===== config.mk =====
export PLATFORM = sky130hd
export DESIGN_NAME = snake_core
export DESIGN_NICKNAME = d
export VERILOG_FILES = /design/src/rtl/snake_core.sv
export SDC_FILE = /design/constraint.sdc
export NUM_CORES = 1
export LEC_CHECK = 0
export CORE_AREA = 5 5 216 218
export DETAILED_ROUTE_END_ITERATION = 8
export DIE_AREA = 0 0 221 223
export SYNTH_ARGS = -nofsm -noshare
export SYNTH_HDL_FRONTEND = slang
export SYNTH_SLANG_ARGS = --single-unit

===== constraint.sdc =====
create_clock -name clk -period 6.2 [get_ports clk]
set_input_delay 1.24 -clock clk [delete_from_list [all_inputs] [get_ports clk]]
set_output_delay 1.24 -clock clk [all_outputs]
set_load 0.01 [all_outputs]

===== src/rtl/snake_core.sv =====
// Snake game engine: 40x30 grid of 16x16 cells, frame-locked stepping, LFSR food placement,
// and a registered per-pixel colour output for a 640x480 VGA timing generator.
module snake_core #(
    parameter int MOVE_DIV = 8,
    parameter int MAX_LEN  = 16
) (
    input  logic        clk,
    input  logic        rst_n,
    input  logic [9:0]  x,
    input  logic [9:0]  y,
    input  logic        display,
    input  logic        animate,
    input  logic        btn_up,
    input  logic        btn_down,
    input  logic        btn_left,
    input  logic        btn_right,
    input  logic        start,
    output logic [11:0] rgb,
    output logic [7:0]  score,
    output logic        game_over,
    output logic [1:0]  state_dbg
);

    typedef enum logic [1:0] {IDLE, RUN, PLACE_FOOD, OVER} state_t;
    typedef enum logic [1:0] {DIR_UP, DIR_DOWN, DIR_LEFT, DIR_RIGHT} dir_t;

    localparam int              LW        = $clog2(MAX_LEN + 1);
    localparam logic [LW-1:0]   LEN_MAX   = LW'(MAX_LEN);
    localparam logic [LW-1:0]   LEN_INIT  = LW'(3);
    localparam logic [7:0]      STEP_LAST = 8'(MOVE_DIV - 1);

    state_t        state;
    dir_t          dir;
    dir_t          pend;
    logic [5:0]    seg_x [MAX_LEN];
    logic [4:0]    seg_y [MAX_LEN];
    logic [LW-1:0] len;
    logic [5:0]    food_x;
    logic [4:0]    food_y;
    logic [7:0]    step_cnt;
    logic [15:0]   lfsr;
    logic          animate_q;
    logic          start_q;

    logic          frame_tick;
    logic          start_rise;
    logic          step;
    logic          lfsr_fb;
    dir_t          dir_eff;
    dir_t          req;
    logic          req_valid;
    logic          req_ok;
    logic [5:0]    nh_x;
    logic [4:0]    nh_y;
    logic          wall_hit;
    logic          self_hit;
    logic          eat;
    logic [5:0]    cand_x;
    logic [4:0]    cand_y;
    logic          cand_on_snake;
    logic          cand_ok;
    logic [5:0]    cx;
    logic [4:0]    cy;
    logic          on_head;
    logic          on_body;
    logic          on_food;
    logic [11:0]   pix_rgb;
    logic          unused_bits;

    assign state_dbg   = state;
    assign unused_bits = ^x[3:0];

    assign frame_tick = animate & ~animate_q & (y == 10'd480);
    assign start_rise = start & ~start_q;
    assign step       = (state == RUN) && frame_tick && (step_cnt == STEP_LAST);
    assign lfsr_fb    = lfsr[15] ^ lfsr[13] ^ lfsr[12] ^ lfsr[10];

    function automatic dir_t opposite(input dir_t d);
        case (d)
            DIR_UP:   return DIR_DOWN;
            DIR_DOWN: return DIR_UP;
            DIR_LEFT: return DIR_RIGHT;
            default:  return DIR_LEFT;
        endcase
    endfunction

    // On a step cycle the pending direction becomes current, so judge reversals against it.
    assign dir_eff = step ? pend : dir;

    always_comb begin
        req_valid = 1'b1;
        req       = DIR_RIGHT;
        if (btn_up)         req = DIR_UP;
        else if (btn_down)  req = DIR_DOWN;
        else if (btn_left)  req = DIR_LEFT;
        else if (btn_right) req = DIR_RIGHT;
        else                req_valid = 1'b0;
    end

    assign req_ok = req_valid && (req != opposite(dir_eff));

    always_comb begin
        nh_x     = seg_x[0];
        nh_y     = seg_y[0];
        wall_hit = 1'b0;
        case (pend)
            DIR_UP: begin
                if (seg_y[0] == 5'd0) wall_hit = 1'b1;
                else                  nh_y = seg_y[0] - 5'd1;
            end
            DIR_DOWN: begin
                if (seg_y[0] == 5'd29) wall_hit = 1'b1;
                else                   nh_y = seg_y[0] + 5'd1;
            end
            DIR_LEFT: begin
                if (seg_x[0] == 6'd0) wall_hit = 1'b1;
                else                  nh_x = seg_x[0] - 6'd1;
            end
            default: begin
                if (seg_x[0] == 6'd39) wall_hit = 1'b1;
                else                   nh_x = seg_x[0] + 6'd1;
            end
        endcase
    end

    // The tail segment moves away on this step, so it is excluded from the self-collision test.
    always_comb begin
        self_hit = 1'b0;
        for (int i = 0; i < MAX_LEN - 1; i++) begin
            if ((i + 1 < int'(len)) && (seg_x[i] == nh_x) && (seg_y[i] == nh_y))
                self_hit = 1'b1;
        end
    end

    assign eat = (nh_x == food_x) && (nh_y == food_y);

    assign cand_x = lfsr[5:0];
    assign cand_y = lfsr[12:8];

    always_comb begin
        cand_on_snake = 1'b0;
        for (int i = 0; i < MAX_LEN; i++) begin
            if ((i < int'(len)) && (seg_x[i] == cand_x) && (seg_y[i] == cand_y))
                cand_on_snake = 1'b1;
        end
    end

    assign cand_ok = (cand_x < 6'd40) && (cand_y < 5'd30) && !cand_on_snake;

    assign cx      = x[9:4];
    assign cy      = y[8:4];
    assign on_head = (seg_x[0] == cx) && (seg_y[0] == cy);
    assign on_food = (food_x == cx) && (food_y == cy);

    always_comb begin
        on_body = 1'b0;
        for (int i = 1; i < MAX_LEN; i++) begin
            if ((i < int'(len)) && (seg_x[i] == cx) && (seg_y[i] == cy))
                on_body = 1'b1;
        end
    end

    always_comb begin
        pix_rgb = 12'h000;
        if (!display)            pix_rgb = 12'h000;
        else if (on_head)        pix_rgb = 12'h0F0;
        else if (on_body)        pix_rgb = 12'h070;
        else if (on_food)        pix_rgb = 12'hF00;
        else if (state == OVER)  pix_rgb = 12'h300;
        else                     pix_rgb = 12'h000;
    end

    always_ff @(posedge clk or negedge rst_n) begin
        if (!rst_n) begin
            state     <= IDLE;
            dir       <= DIR_RIGHT;
            pend      <= DIR_RIGHT;
            len       <= LEN_INIT;
            food_x    <= 6'd30;
            food_y    <= 5'd15;
            step_cnt  <= 8'd0;
            score     <= 8'd0;
            game_over <= 1'b0;
            rgb       <= 12'h000;
            lfsr      <= 16'hACE1;
            animate_q <= 1'b0;
            start_q   <= 1'b0;
            for (int i = 0; i < MAX_LEN; i++) begin
                seg_x[i] <= (i < 3) ? 6'(20 - i) : 6'd0;
                seg_y[i] <= (i < 3) ? 5'd15 : 5'd0;
            end
        end else begin
            lfsr      <= {lfsr[14:0], lfsr_fb};
            animate_q <= animate;
            start_q   <= start;
            rgb       <= pix_rgb;
            if (req_ok)
                pend <= req;

            case (state)
                IDLE: begin
                    if (start_rise)
                        state <= RUN;
                end
                RUN: begin
                    if (frame_tick) begin
                        if (step) begin
                            step_cnt <= 8'd0;
                            dir      <= pend;
                            if (wall_hit || self_hit) begin
                                state     <= OVER;
                                game_over <= 1'b1;
                            end else begin
                                for (int i = MAX_LEN - 1; i > 0; i--) begin
                                    seg_x[i] <= seg_x[i-1];
                                    seg_y[i] <= seg_y[i-1];
                                end
                                seg_x[0] <= nh_x;
                                seg_y[0] <= nh_y;
                                if (eat) begin
                                    if (len != LEN_MAX)  len   <= len + LW'(1);
                                    if (score != 8'hFF)  score <= score + 8'd1;
                                    state <= PLACE_FOOD;
                                end
                            end
                        end else begin
                            step_cnt <= step_cnt + 8'd1;
                        end
                    end
                end
                PLACE_FOOD: begin
                    if (cand_ok) begin
                        food_x <= cand_x;
                        food_y <= cand_y;
                        state  <= RUN;
                    end
                end
                OVER: begin
                    // Restart rebuilds the initial layout; the LFSR keeps running for fresh food.
                    if (start_rise) begin
                        state     <= RUN;
                        dir       <= DIR_RIGHT;
                        pend      <= DIR_RIGHT;
                        len       <= LEN_INIT;
                        food_x    <= 6'd30;
                        food_y    <= 5'd15;
                        step_cnt  <= 8'd0;
                        score     <= 8'd0;
                        game_over <= 1'b0;
                        for (int i = 0; i < MAX_LEN; i++) begin
                            seg_x[i] <= (i < 3) ? 6'(20 - i) : 6'd0;
                            seg_y[i] <= (i < 3) ? 5'd15 : 5'd0;
                        end
                    end
                end
                default: state <= IDLE;
            endcase
        end
    end

endmodule


=== Word level (Yosys, flattened, before mapping) ===
Index checks and enable logic that the tools add are counted.
W data, S select, Z words.

* Muxes and demuxes: 122
* Reductions and logical operators: 118
* Magnitude comparators: 18
* Bitwise operators: 8
* Equal/unequal tests: 123
* $add $sub $neg: 7

{| class="wikitable"
|+ Operators with widths
! kind !! count
|-
| $mux W96 || 4
|-
| $mux W80 || 4
|-
| $eq A6 B6 Y1 || 49
|-
| $eq A5 B5 Y1 || 49
|-
| $pmux W96 S2 || 1
|-
| $pmux W80 S2 || 1
|-
| $logic_and A1 B1 Y1 || 100
|-
| $mux W8 || 8
|-
| $mux W1 || 59
|-
| $mux W5 || 10
|-
| $mux W12 || 4
|-
| $lt A4 B5 Y1 const A || 8
|-
| $pmux W8 S2 || 2
|-
| $pmux W5 S2 || 3
|-
| $mux W2 || 14
|-
| $mux W6 || 4
|-
| $pmux W6 S2 || 2
|-
| $lt A3 B5 Y1 const A || 4
|-
| $add A8 B1 Y8 const B || 2
|-
| $reduce_and A5 Y1 || 3
|-
| $reduce_and A7 Y1 || 2
|-
| $ne A2 B2 Y1 const B || 6
|-
| $pmux W2 S3 || 2
|-
| $add A5 B1 Y5 const B || 2
|-
| 33 further kinds || 53
|}

* Bits of input ports: 29
* Bits in registers: 245

=== Logic depth before layout (Yosys ltp) ===
Gate-level depths: netlist of the first run.

* Depth in word-level cells: 26
* Mapped depth: 20
* Mapped depth without buffers: 13

=== Least setup slack after synthesis of the first run ===
Ideal clock, no wire load.

* Path kind: in2reg
* Start: in y[6]
* End: reg seg_x[58] (netlist name)
* Path buffers: 3
* Library setup time: 0.125 ns
* Stages on the path: 13
* Data required time: 6.075 ns
* Path slack: 2.031 ns
* Arrival time: 4.045 ns
* Cell sequence: clkbuf_1 > nand4b_1 > nor4_1 > nand2_1 > nor2_1 > inv_1 > a21o_1 > a41o_1 > or4_4 > o21ai_4 > buf_6 > buf_4 > mux2_2

* Longest elaborated chain between the ends: 6
* Elaborated cells between the ends (all ways): 7
* Those cells by class: eq/ne: 3; bitwise: 1; reduce/logical: 3

{| class="wikitable"
|+ Ends and longest elaborated chain
! what !! line !! RTL
|-
| start, declared || 10 || <nowiki>input logic [9:0] y,</nowiki>
|-
| $eq A10 B9 Y1 (*) || 73 || <nowiki>assign frame_tick = animate & ~animate_q & (y == 10'd480);</nowiki>
|-
| $and A1 B1 Y1 (*) || 73 ||
|-
| $logic_and A1 B1 Y1 (2 in series) || 75 || <nowiki>assign step = (state == RUN) && frame_tick && (step_cnt == STEP_LAST);</nowiki>
|-
| $ne A2 B2 Y1 (no source line) || - ||
|-
| $reduce_and A5 Y1 (no source line) (*) || - ||
|-
| end signal, assigned by index || 189 || <nowiki>seg_x[i] <= (i < 3) ? 6'(20 - i) : 6'd0;</nowiki>
|-
| end signal, assigned by index || 215 || <nowiki>seg_x[i] <= seg_x[i-1];</nowiki>
|-
| end signal, assigned by index || 251 || <nowiki>seg_x[i] <= (i < 3) ? 6'(20 - i) : 6'd0;</nowiki>
|-
| end, declared || 35 || <nowiki>logic [5:0] seg_x [MAX_LEN];</nowiki>
|}

Mark *: on every way between the ends. The rest lies on a longest branch, timed or not.
A chain may end at the register's enable or synchronous reset.

=== Worst setup path in the final report of the first run ===
* Start: reg seg_x[91] (netlist name)
* End: reg seg_y[37] (netlist name)

* Longest elaborated chain between the ends: 24
* Elaborated cells between the ends (all ways): 73
* Those cells by class: add/sub: 2; eq/ne: 17; mux: 21; reduce/logical: 33

{| class="wikitable"
|+ Ends and longest elaborated chain
! what !! line !! RTL
|-
| $add A6 B1 Y6, or another cell as far along || 121 || <nowiki>else nh_x = seg_x[0] + 6'd1;</nowiki>
|-
| $mux W6, on equally long branches || 120, 116 ||
|-
| $pmux W6 S2 || 106 || <nowiki>case (pend)</nowiki>
|-
| $eq A6 B6 Y1 || 130 || <nowiki>if ((i + 1 < int'(len)) && (seg_x[i] == nh_x) && (seg_y[i] == nh_y))</nowiki>
|-
| $logic_and A1 B1 Y1 (2 in series) || 130 ||
|-
| $mux W1 (15 in series) || 130 ||
|-
| $logic_or A1 B1 Y1 (*) || 210 || <nowiki>if (wall_hit || self_hit) begin</nowiki>
|-
| $ne A2 B2 Y1 (no source line) (*) || - ||
|-
| $reduce_and A5 Y1 (no source line) (*) || - ||
|-
| end signal, assigned by index || 190 || <nowiki>seg_y[i] <= (i < 3) ? 5'd15 : 5'd0;</nowiki>
|-
| end signal, assigned by index || 216 || <nowiki>seg_y[i] <= seg_y[i-1];</nowiki>
|-
| end signal, assigned by index || 252 || <nowiki>seg_y[i] <= (i < 3) ? 5'd15 : 5'd0;</nowiki>
|-
| end, declared || 36 || <nowiki>logic [4:0] seg_y [MAX_LEN];</nowiki>
|}

Marks and branches as above.

==> run summary, run 1 <==
status = finished clean
Final Hold Fails = 0
dpl cells = 2517
post-cts resize count = 0
clock share of power = 0.411
# Post-CTS Setup Buffers = 0
register area share after synthesis = 0.341
final setup margin = 1080 ps
slew margin rel. = 0.168
Final Cell Area = 0.0191 mm2
IO Count = 52
post-DR wirelength/cell = 23.9 um
total congestion overflow = 0
post-synth top area cell = dfrtp_1
# diodes = 0
WL final = 61300 um
vias = 14900
Die W = 221 um
DRC violations left = 0
clock-pin slew on the worst setup and hold paths = 60 ps
final setup violating endpoints = 0
Final ANT Viol Nets = 0
Ys Warns = 0
family with the most delay on the worst path = compound AO/OA/AOI/OAI gates
CTS tree = done
Worst Hold Slack = 357 ps
Yosys cell types = 78
initial antenna violation count = 0
Avg Inst Size Synth = 8.51 um2
Area Growth Syn to Fin = 8.70%
Critical Path RT = 6700 ps
Peak Freq = 195 MHz
Power Internal = 2.96 mW
unrepaired setup endpoints after global routing = no
fin crit period = 5120 ps
crit path max fanout = 54
clk_lat worst skew = 580 ps
largest net degree at the start of global routing = 167
Post-Place Setup Slack = 562 ps
vias per cell = 5.81
Critical Path Most Common Cell = buf_4
floorplan row count = 78
total CTS buffers = 29
die height = 223 um
Synth Flop Type = dfrtp_1
dpl cell area = 0.0181 mm2
worst path buffer plus inverter count = 4
total clock sinks = 237
P_sw = 1.29 mW
Finished Layout Cells = 2570
crit path DAT = 5620 ps
pwr/cell area = 223 mW/mm2
Initial Utilization = 0.392
CP peak stage delay = 930 ps
Critical Path End Type = flop
Lkg Pwr = 7.80 nW
Total Neg Setup Slack = 0 ps
Least-Margin Pin Slew = 1240 ps
layout cell share with drive strength beyond 1 = 0.0873
critical path class = flop to flop
Post-synth EDFFs = 0
cell with the most instances after synthesis = xnor2_1
Worst Skew = 17.2 ps
Async S/R FF share, synth = 1.00
sequential power share = 0.411
Comb power frac = 0.178
synth top area cells = dfrtp_1 (28%), xnor2_1 (15%), xor2_1 (11%)
Tcrit/Tclk final = 0.827
R2R setup slack = 1080 ps
number of global-route vias before repair = 14300
first-pass GRT wire length = 92400 um
CTS H-tree depth = 1
CP cell instances = inv_1, ha_1, nand2b_1, nor2_1, a221oi_4, buf_4, xnor2_1, nand2_1, or4_1, o22ai_1, or4_4, o21ai_4, buf_12, buf_4, nand3_1, o21ai_1
Core Area = 0.0447 mm2
# Max-Cap Violations = 0
Worst Hold Class = flop to flop
Longest Clk Path Bufs = 3
GPL Wtd Cong = 0.980
Max Slew Vio Count = 0
final core utilization = 0.426
Root Buffer = clkbuf_16
crit path launch type = flop
Post-synth top cells = xnor2_1 (296), xor2_1 (224), nand3_1 (199)
Sw Share = 0.303
Synth top area share = 0.280
Nets = 1990
Tot Pwr = 4.25 mW
CTS Hold Bufs = 0
IO buf count = 43
VDD IR max = 0.204 mV
Mapped Area = 0.0175 mm2
full die area = 0.0493 mm2
CP max stage cell = a221oi_4
DRT iter0 DRCs = 1765
Total GRT Usage = 0.240
Seq cells post-synth = 237
Detailed Place HPWL = 40600 um
1st-pass router iterations = 6
Syn Inst Count = 2059
-- area by class of cell --
cell class | count | area, um2
fillers | 4496 | 25600
multi-input cells | 1425 | 9880
flip-flops and latches | 237 | 5980
clock buffers | 39 | 843
repair buffers | 89 | 843
well taps | 600 | 751
inverters | 166 | 626
clock inverters | 14 | 129
-- flip-flops by register name, summed over array words and instances, names as in the netlist --
name	flops
dir	2
pend	2
state_dbg	2
game_over	1
seg_x	96
seg_y	80
rgb	4
food_x	6
lfsr	16
len	5
animate_q	1
start_q	1
food_y	5
score	8
step_cnt	8
-- metal layers --
| layer | routed length [um] | vias up | share of wire | track usage |
|---|---|---|---|---|
| met1 | 25500 | 7357 | 0.42 | 0.330 |
| met3 | 4980 | 192 | 0.081 | 0.0320 |
| met5 | 0 | - | 0 | 0 |
| met2 | 27600 | 723 | 0.45 | 0.375 |
| met4 | 3310 | 0 | 0.054 | 0.117 |
| li1 | - | 6659 | - | - |
-- cells in the final DEF, fill, tap and decap left out, types with 38 or more instances in the layout --
| master | count |
|---|---|
| buf_4 | 41 |
| clkdlybuf4s50_1 | 42 |
| dfrtp_1 | 196 |
| dfstp_2 | 41 |
| inv_1 | 165 |
| nand2_1 | 40 |
| nand3_1 | 199 |
| nand4_1 | 75 |
| nor2_1 | 72 |
| nor3_1 | 38 |
| nor4_1 | 81 |
| o21ai_1 | 149 |
| xnor2_1 | 296 |
| xor2_1 | 224 |
-- worst register-to-register path, cell delays in order (launching register included) --
cell and delay (ps):
dfrtp_1 620, inv_1 270, ha_1 260, nand2b_1 250
nor2_1 150, a221oi_4 930, buf_4 390, xnor2_1 90
nand2_1 60, or4_1 180, o22ai_1 120, or4_4 530
o21ai_4 290, buf_12 290, buf_4 340, nand3_1 130
o21ai_1 130
-- kinds of logic (layout without fill, tap and decap cells) --
| logic type | after synthesis | after routing | synth area share |
|---|---|---|---|
| fa+ha+maj | 13 | 13 | 0.00928 |
| other cells | 1 | 4 | 0.000214 |
| simple gates | 572 | 572 | 0.175 |
| buf+inv | 400 | 308 | 0.0965 |
| flops | 237 | 237 | 0.341 |
| xor+xnor | 521 | 521 | 0.261 |
| mux | 21 | 21 | 0.0131 |
| compound gates | 294 | 294 | 0.104 |
-- power groups by stage --
stage          combinational [mW]  sequential (mW)  clock, mW
6_report                    0.756             1.75       1.75
3_3_place_gp                0.731             1.77          0
4_1_cts                     0.749             1.74       1.78
5_1_grt                     0.814             1.75       1.83
2_1_floorplan               0.581             1.68          0
3_5_place_dp                0.744             1.77          0
-- final timing paths --
path / start / endpoint / depth (start not counted)
worst max register to register: seg_x[91] / seg_y[37] / 16
worst max-delay path: seg_x[91] / seg_y[37] / 16
worst min-delay path: lfsr[6] / lfsr[7] / 0
min in group asynchronous: rst_n / seg_x[55] / 1
max in group asynchronous: rst_n / seg_x[14] / 2
worst min register to register: lfsr[6] / lfsr[7] / 0
(Power assumes the default switching activity.)
==> run 2, diff against run 1 <==
clock period = 4.9 ns   (was 6.2 ns; I/O delays follow)
==> run summary, run 2 (synthesis gave the netlist of run 1 again) <==
worst hold path depth = 0
R2R setup slack = 390 ps
clk_lat worst skew = 580 ps
Post-Place Setup Slack = 218 ps
Initial Utilization = 0.392
CP peak stage delay = 720 ps
first-pass GRT wire length = 95000 um
CP Launch Point = seg_y[75]
IO Count = 52
CTS Hold Bufs = 0
vias = 15200
DRC violations left = 0
total CTS buffers = 29
Final ANT Viol Nets = 0
Total Neg Setup Slack = 0 ps
total clock sinks = 237
Tcrit/Tclk final = 0.921
floorplan row count = 78
commonest non-fill, non-tap cell in the layout = xnor2_1
Lkg Pwr = 8.21 nW
critical path class = flop to flop
Critical Path RT = 5400 ps
CP max stage cell = xnor2_2
full die area = 0.0493 mm2
vias per cell = 5.76
# Max-Cap Violations = 0
r2r endpoint = seg_y[38]
Peak Freq = 222 MHz
post-cts resize count = 0
post-DR wirelength/cell = 23.9 um
Critical Path End Type = flop
Critical Path Most Common Cell = buf_12
Root Buffer = clkbuf_16
max reg flops = 96
initial antenna violation count = 1
register area = 0.00598 mm2
Detailed Place HPWL = 43800 um
Worst R2R Path Depth = 17
crit path max fanout = 35
WL final = 63200 um
Core Area = 0.0447 mm2
CP cell instances = inv_1, ha_1, or4b_1, a22oi_1, xnor2_2, buf_12, xnor2_1, nor3_1, nand4_1, o22ai_1, or4_4, o21ai_4, buf_4, buf_12, buf_12, nand3_1, o21ai_1
Die W = 221 um
GPL Wtd Cong = 1.00
clock-pin slew on the worst setup and hold paths = 60 ps
Fillers = 4403
unrepaired setup endpoints after global routing = no
Worst Skew = 16.8 ps
IO buf count = 43
Worst Hold Class = flop to flop
Tot Pwr = 5.57 mW
Max Slew Vio Count = 0
Area Growth Syn to Fin = 12.8%
Longest Clk Path Bufs = 3
DRT iter0 DRCs = 1847
Reg2Reg Launch Point = seg_y[75]
pwr/cell area = 282 mW/mm2
status = finished clean
Final Hold Fails = 0
number of global-route vias before repair = 14700
CTS H-tree depth = 1
largest net degree at the start of global routing = 109
Least-Margin Pin Slew = 988 ps
area of the multi-input gates = 0.00987 mm2
fin crit period = 4510 ps
VDD IR max = 0.260 mV
layout cell share with drive strength beyond 1 = 0.116
most frequent cells in the layout = xnor2_1 (296), xor2_1 (224), nand3_1 (199), dfrtp_1 (196), inv_1 (165)
final setup violating endpoints = 0
crit path launch type = flop
Largest regs = seg_x (96), seg_y (80), lfsr (16)
die height = 223 um
final setup margin = 388 ps
total congestion overflow = 0
crit path DAT = 5010 ps
hold path start = lfsr[6]
Nets = 2060
CTS tree = done
slew margin rel. = 0.341
1st-pass router iterations = 5
# Post-CTS Setup Buffers = 0
# diodes = 0
Total GRT Usage = 0.248
Hold Path End = lfsr[7]
Top reg by flops = seg_x
[run 2: worst max path at each step]
stage	cells after the start	endpoint
floorplan	13	seg_x[58]
global placement	18	seg_x[50]
detailed placement	18	seg_y[78]
CTS	17	seg_y[78]
global route	17	seg_y[35]
finish	17	seg_y[38]
[run 2: power by group]
part           internal [mW]  switching [mW]
logic                  0.433           0.576
registers               2.04           0.166
clock network           1.46           0.887
total                   3.94            1.63
[run 2: per-stage QoR]
stage	util	instance area, um2	std cells	hold slack [ps]
global placement	0.419	18700	2587	339
floorplan	-	17500	2062	333
detailed placement	0.419	18700	2587	341
CTS	0.442	19800	2641	355
global route	0.442	19800	2641	357
finish	0.442	19800	2641	355
[run 2: final cells by class]
class,count,share of cell area
Clock inverter,13,0.0113
Multi-Input combinational cell,1425,0.499
Timing Repair Buffer,159,0.0762
Inverter,166,0.0316
Clock buffer,41,0.0410
Tap cell,600,0.0380
Sequential cell,237,0.303
[run 2: critical path: cells and delay by family, from the launching register on]
| kind | cells | cell delay (ps) |
|---|---|---|
| adders and majority gates | 1 | 260 |
| xor gates and xnor gates | 2 | 850 |
| buffers and inverters | 5 | 940 |
| AOI/OAI and AO/OA | 4 | 540 |
| DFF | 1 | 660 |
| and+or+nand+nor | 5 | 1140 |
[run 2: routing by layer]
layer	GRT usage	vias to the layer above	wire, um
met3	0.0479	198	5730
li1	-	6822	-
met4	0.121	0	3360
met1	0.332	7409	26100
met2	0.385	787	28000
met5	0	-	0
